[config.mk]
export PLATFORM = sky130hd
export DESIGN_NAME = multicycle_shifter
export DESIGN_NICKNAME = d
export VERILOG_FILES = /design/src/rtl/multicycle_shifter.sv
export SDC_FILE = /design/constraint.sdc
export NUM_CORES = 1
export LEC_CHECK = 0
export ABC_CLOCK_PERIOD_IN_PS = 3100
export CAP_MARGIN = 25
export CORE_MARGIN = 1
export CORE_UTILIZATION = 51
export DETAILED_ROUTE_END_ITERATION = 10
export MAX_ROUTING_LAYER = met4
export PLACE_DENSITY = 0.95
export SYNTH_ARGS = -nofsm -noshare
export SYNTH_HDL_FRONTEND = slang
export SYNTH_SLANG_ARGS = --single-unit
[constraint.sdc]
create_clock -name clock -period 3.1 [get_ports clock]
set_input_delay 0.62 -clock clock [delete_from_list [all_inputs] [get_ports clock]]
set_output_delay 0.62 -clock clock [all_outputs]
set_load 0.02 [all_outputs]
[src/rtl/multicycle_shifter.sv]
// Iterative shifter: SLL/SRL/SRA/ROR, up to STEP bit positions per clock,
// with the multdiv-style start/ready handshake.
module multicycle_shifter #(
  parameter int unsigned WIDTH   = 32,
  parameter int unsigned SHAMT_W = $clog2(WIDTH),
  parameter int unsigned STEP    = 1
) (
  input  logic               clock,
  input  logic               reset,
  input  logic               ctrl_shift,
  input  logic [1:0]         shift_mode,
  input  logic [WIDTH-1:0]   data_operand,
  input  logic [SHAMT_W-1:0] shamt,
  output logic [WIDTH-1:0]   result,
  output logic               data_resultRDY,
  output logic               busy
);

  localparam int unsigned REM_W = SHAMT_W + 1;

  localparam logic [1:0] ST_IDLE  = 2'd0;
  localparam logic [1:0] ST_SHIFT = 2'd1;
  localparam logic [1:0] ST_DONE  = 2'd2;

  localparam logic [1:0] MODE_SLL = 2'd0;
  localparam logic [1:0] MODE_SRL = 2'd1;
  localparam logic [1:0] MODE_SRA = 2'd2;

  logic [1:0]       state, state_d;
  logic [WIDTH-1:0] acc, acc_d, stepped;
  logic [REM_W-1:0] remaining, remaining_d, step_k;
  logic [1:0]       mode, mode_d;
  logic             busy_d, rdy_d;

  // One SHIFT edge: apply single-bit shifts while fewer than `remaining` done.
  always_comb begin
    stepped = acc;
    for (int unsigned i = 0; i < STEP; i++) begin
      if (REM_W'(i) < remaining) begin
        case (mode)
          MODE_SLL: stepped = {stepped[WIDTH-2:0], 1'b0};
          MODE_SRL: stepped = {1'b0, stepped[WIDTH-1:1]};
          MODE_SRA: stepped = {stepped[WIDTH-1], stepped[WIDTH-1:1]};
          default:  stepped = {stepped[0], stepped[WIDTH-1:1]};
        endcase
      end
    end
    step_k = (remaining < REM_W'(STEP)) ? remaining : REM_W'(STEP);
  end

  // Next-state and next-register logic.
  always_comb begin
    state_d     = state;
    acc_d       = acc;
    remaining_d = remaining;
    mode_d      = mode;
    busy_d      = 1'b0;
    rdy_d       = 1'b0;
    case (state)
      ST_IDLE, ST_DONE: begin
        state_d = ST_IDLE;
        if (ctrl_shift) begin
          acc_d       = data_operand;
          remaining_d = REM_W'(shamt);
          mode_d      = shift_mode;
          if (shamt != '0) begin
            state_d = ST_SHIFT;
            busy_d  = 1'b1;
          end else begin
            state_d = ST_DONE;
            rdy_d   = 1'b1;
          end
        end
      end
      ST_SHIFT: begin
        acc_d       = stepped;
        remaining_d = remaining - step_k;
        if (remaining_d == '0) begin
          state_d = ST_DONE;
          rdy_d   = 1'b1;
        end else begin
          busy_d  = 1'b1;
        end
      end
      default: state_d = ST_IDLE;
    endcase
  end

  always_ff @(posedge clock or negedge reset) begin
    if (!reset) begin
      state          <= ST_IDLE;
      acc            <= '0;
      remaining      <= '0;
      mode           <= MODE_SLL;
      busy           <= 1'b0;
      data_resultRDY <= 1'b0;
    end else begin
      state          <= state_d;
      acc            <= acc_d;
      remaining      <= remaining_d;
      mode           <= mode_d;
      busy           <= busy_d;
      data_resultRDY <= rdy_d;
    end
  end

  assign result = acc;

endmodule

==> impl_summary.md <==
Placed design
The wire-length estimate of the detail-placed layout is 4290 um. The count of buffers added on input and output ports is 75. The minimum setup slack after placement is 0.689 ns.

Including well taps, the total number of placed cells is 371. The routability congestion estimate from global placement is 0.886.

Clock tree
The CTS tree is done. The maximum buffer depth of the clock tree is 2. The clock slew seen by the registers of the worst setup and hold paths is 0.09 ns. For the worst-skew pair, the clock arrives at the later sink with an insertion delay of 0.30 ns. The cell sitting at the root of the clock tree is a sky130_fd_sc_hd__clkbuf_8. After clock tree synthesis, the setup repair step added 0 buffers. The number of clock buffers added by TritonCTS is 5. After clock tree synthesis, the repair step resized 0 gates. The clock tree synthesis step divided the H-tree into 2 levels. The clock net in this run drives a total of 44 sinks.

Hold repair after CTS inserted 0 buffers.

Critical path
For this run, the slowest stage of the critical path takes 0.41 ns. The cell family contributing the most delay on the critical path is buffers and inverters. The total buffers and inverters traversed by the critical path is 2.

The critical path startpoint category is an input port. The critical path arrival is 2.29 ns. STA classifies the critical path endpoint as a register. The startpoint of the worst-slack reg-to-reg timing path is remaining[2]. The required time at the endpoint of the critical path is 3.28 ns. The endpoint identified for the worst register-to-register timing path is data_resultRDY. The length in cells of the worst reg-to-reg path is 8. Among all stages on the critical path, the largest delay is contributed by sky130_fd_sc_hd__clkdlybuf4s50_1. Of all nets on the critical path, the largest fanout is 21. The critical path class is in -> reg.

The critical path goes through clkdlybuf4s50_1, and2b_1, nor2_4, buf_4, mux2_2. In this run the register-to-register setup slack is 1.01 ns.

Yosys
The post-synthesis instance area is 2600 sq um. The commonest cells after synthesis are 44 x sky130_fd_sc_hd__dfrtp_1, 41 x sky130_fd_sc_hd__nand2_1, 35 x sky130_fd_sc_hd__o21ai_0. The net count of the mapped netlist is 284.

By instance count, the leading cell after synthesis is sky130_fd_sc_hd__dfrtp_1. By area the synthesized netlist is led by sky130_fd_sc_hd__dfrtp_1 42%, sky130_fd_sc_hd__mux2_4 17%, sky130_fd_sc_hd__mux2i_1 12%. Synthesis produced 241 cells. The Yosys warning count is 0. The per-instance average area after synthesis is 10.8 sq um. The post-synthesis async set-or-reset flop share is 100%. After synthesis, the largest area contributor takes up 42.3% of total cell area. After synthesis, the netlist uses 34 different library cells. The number of synthesized flops with an enable pin is 0. The predominant post-synthesis flop cell is sky130_fd_sc_hd__dfrtp_1. The sequential area share after synthesis is 42.3%. sky130_fd_sc_hd__dfrtp_1 takes more of the synthesized area than any other cell. The synthesized flop and latch total is 44.

Final layout
The layout has 363 filler cells. The count of non-filler cells in the finished layout is 380. The count of nets after finishing is 355. The ratio of cells with drive above 1 in the final layout is 17.6%. Compared with the post-synthesis result, the final layout area differs by 34.4%.

The number of antenna repair diodes is 0.

Route
The total DRC errors in the routed layout is 0. The antenna violation net count after detailed routing is 0. The wire length per cell after detailed routing is 16.1 um. In this run, the number of DRC markers left after iteration 0 of detailed routing was 90. The number of iterations in the first detailed-routing pass is 4. Summing over every cut layer, the via total after detailed routing is 2119. For this block, the routed nets add up to 6120 um of wire.

After detailed routing, the number of vias per cell comes to 5.58.

Pwr
Summed over all nets, the switching power comes to 1.87 mW. The internal portion of the total power is 2.69 mW. The clock group share of total power is 9.6%.

The switching power share of the total is 41.0%. The reported leakage power is 1.55 nW. The worst-case IR drop observed on VDD is 0.732 mV. Sequential cells burn 26.6% of the power. Combinational cells account for 63.8% of the total power. The ratio of total power to cell area is 1310 nW/um^2.

Global routing
The wire length of the first global-routing pass is 9990 um. The number of global-route vias before repair is 2118. The global routing usage summed across all routing layers is 25.2%.

The total congestion overflow after global routing is 0. Entering global routing, the biggest net connects 71 pins. The number of antenna violations at the first check in global routing is 0.

Outcome
The run finished with clean final reports.

Job
Max-cap violations in this run came to 0.

Min path
The worst min-delay path class is in -> async.

Floorplan
The effective utilization at floorplan is 54.0%. The floorplan step defined a die boundary enclosing 5390 sq um. The I/O pin count is 76. The placeable core region is 4820 sq um. The floorplan step set the die height to 73.4 um.

The die span in x is 73.4 um. In this run the core area contains 25 standard-cell rows.

STA
Dividing the final minimum period by the clock period gives 67.8%. The post-route clock skew is 0.00686 ns. The setup-violating endpoint count in the final report is 0.

Across all setup checks in the final design, the least slack found is 0.997 ns. The maximum frequency from static timing analysis is 475 MHz. The headroom to the max-slew limit is 60.6%.

The measured slew at the worst slew-check pin is 0.590 ns. The count of pins over their slew limit is 0. The total negative setup slack is 0 ns. Setup repair after global routing left no endpoint under its margin. The total count of hold-check failures in the final report is 0. The worst path in the final design needs a cycle of 2.10 ns, including I/O delays and setup.
area by class of cell:
| cell class | instances | area [sq um] | area share, % |
|---|---|---|---|
| Clock inverter | 3 | 42.5 | 1.22 |
| Tap cell | 67 | 83.8 | 2.40 |
| Sequential cell | 44 | 1100 | 31.5 |
| Clock buffer | 5 | 68.8 | 1.97 |
| Inverter | 3 | 11.3 | 0.322 |
| Multi-Input combinational cell | 178 | 1390 | 39.9 |
| Timing Repair Buffer | 80 | 796 | 22.8 |
metal layers:
metal / vias to the layer above / track usage, % / wire [um]
met3: 9 / 3.57 / 312
met4: 0 / 8.12 / 79
met5: - / - / 0
li1: 1001 / - / -
met1: 1028 / 30.2 / 2540
met2: 81 / 43.8 / 3180
worst max-delay path by stage:
stage                       from             end  slack (ns)  cells past startpoint
global route        remaining[2]  data_resultRDY        0.86                      8
detailed placement    ctrl_shift      result[10]        0.69                      5
floorplan           remaining[2]  data_resultRDY        1.30                      8
global placement      ctrl_shift      result[10]        0.75                      5
CTS                   ctrl_shift      result[10]        1.00                      5
finish                ctrl_shift      result[10]         1.0                      5
per-stage QoR:
stage / utilization [%] / hold slack, ns / power, mW / cell area (sq um)
floorplan: - / 0.324 / 3.33 / 2600
global placement: 69.9 / 0.526 / 3.99 / 3370
detailed placement: 69.9 / 0.542 / 4.12 / 3370
CTS: 72.2 / 0.501 / 4.58 / 3480
global route: 72.6 / 0.267 / 4.84 / 3500
finish: 72.6 / 0.246 / 4.56 / 3500
cells by family after synthesis:
family	Yosys count	share of synthesized area, %
AO/OA/AOI/OAI	51	11.4
XOR/XNOR	1	0.337
adder cells (fa/ha/maj)	1	0.481
buffers and inverters	19	4.18
flip-flops	44	42.3
multiplexers	62	29.7
AND/OR/NAND/NOR	63	11.6
cells in the final DEF (no fill, tap or decap), types with 2 or more instances in the layout:
cell	netlist	layout
sky130_fd_sc_hd__clkdlybuf4s50_1	0	74
sky130_fd_sc_hd__nor4_1	2	2
sky130_fd_sc_hd__a22o_2	2	2
sky130_fd_sc_hd__nor2_4	2	2
sky130_fd_sc_hd__nand2_1	41	41
sky130_fd_sc_hd__clkbuf_8	0	5
sky130_fd_sc_hd__buf_4	3	4
sky130_fd_sc_hd__nor3_2	2	2
sky130_fd_sc_hd__mux2_4	30	30
sky130_fd_sc_hd__o22ai_1	3	3
sky130_fd_sc_hd__o21ai_0	35	35
sky130_fd_sc_hd__dfrtp_1	44	44
sky130_fd_sc_hd__nor3_1	2	2
sky130_fd_sc_hd__mux2_2	2	2
sky130_fd_sc_hd__a221o_1	2	2
sky130_fd_sc_hd__a21oi_1	4	4
sky130_fd_sc_hd__mux2i_1	30	30
sky130_fd_sc_hd__inv_1	3	3
sky130_fd_sc_hd__nor2_1	6	6
registers in the layout (all words and copies together), names as in the netlist:
name and flops:
result 32, remaining 6, mode 2, state 2, busy 1, data_resultRDY 1
power groups by stage:
stage          Clock, mW  Combinational (mW)  Sequential, mW
6_report           0.437                2.91            1.21
5_1_grt            0.463                3.13            1.25
4_1_cts            0.442                2.93            1.21
3_5_place_dp           0                2.91            1.21
3_3_place_gp           0                2.79            1.20
2_1_floorplan          0                1.95            1.38
Note: power is estimated with default switching activity, not from simulation.
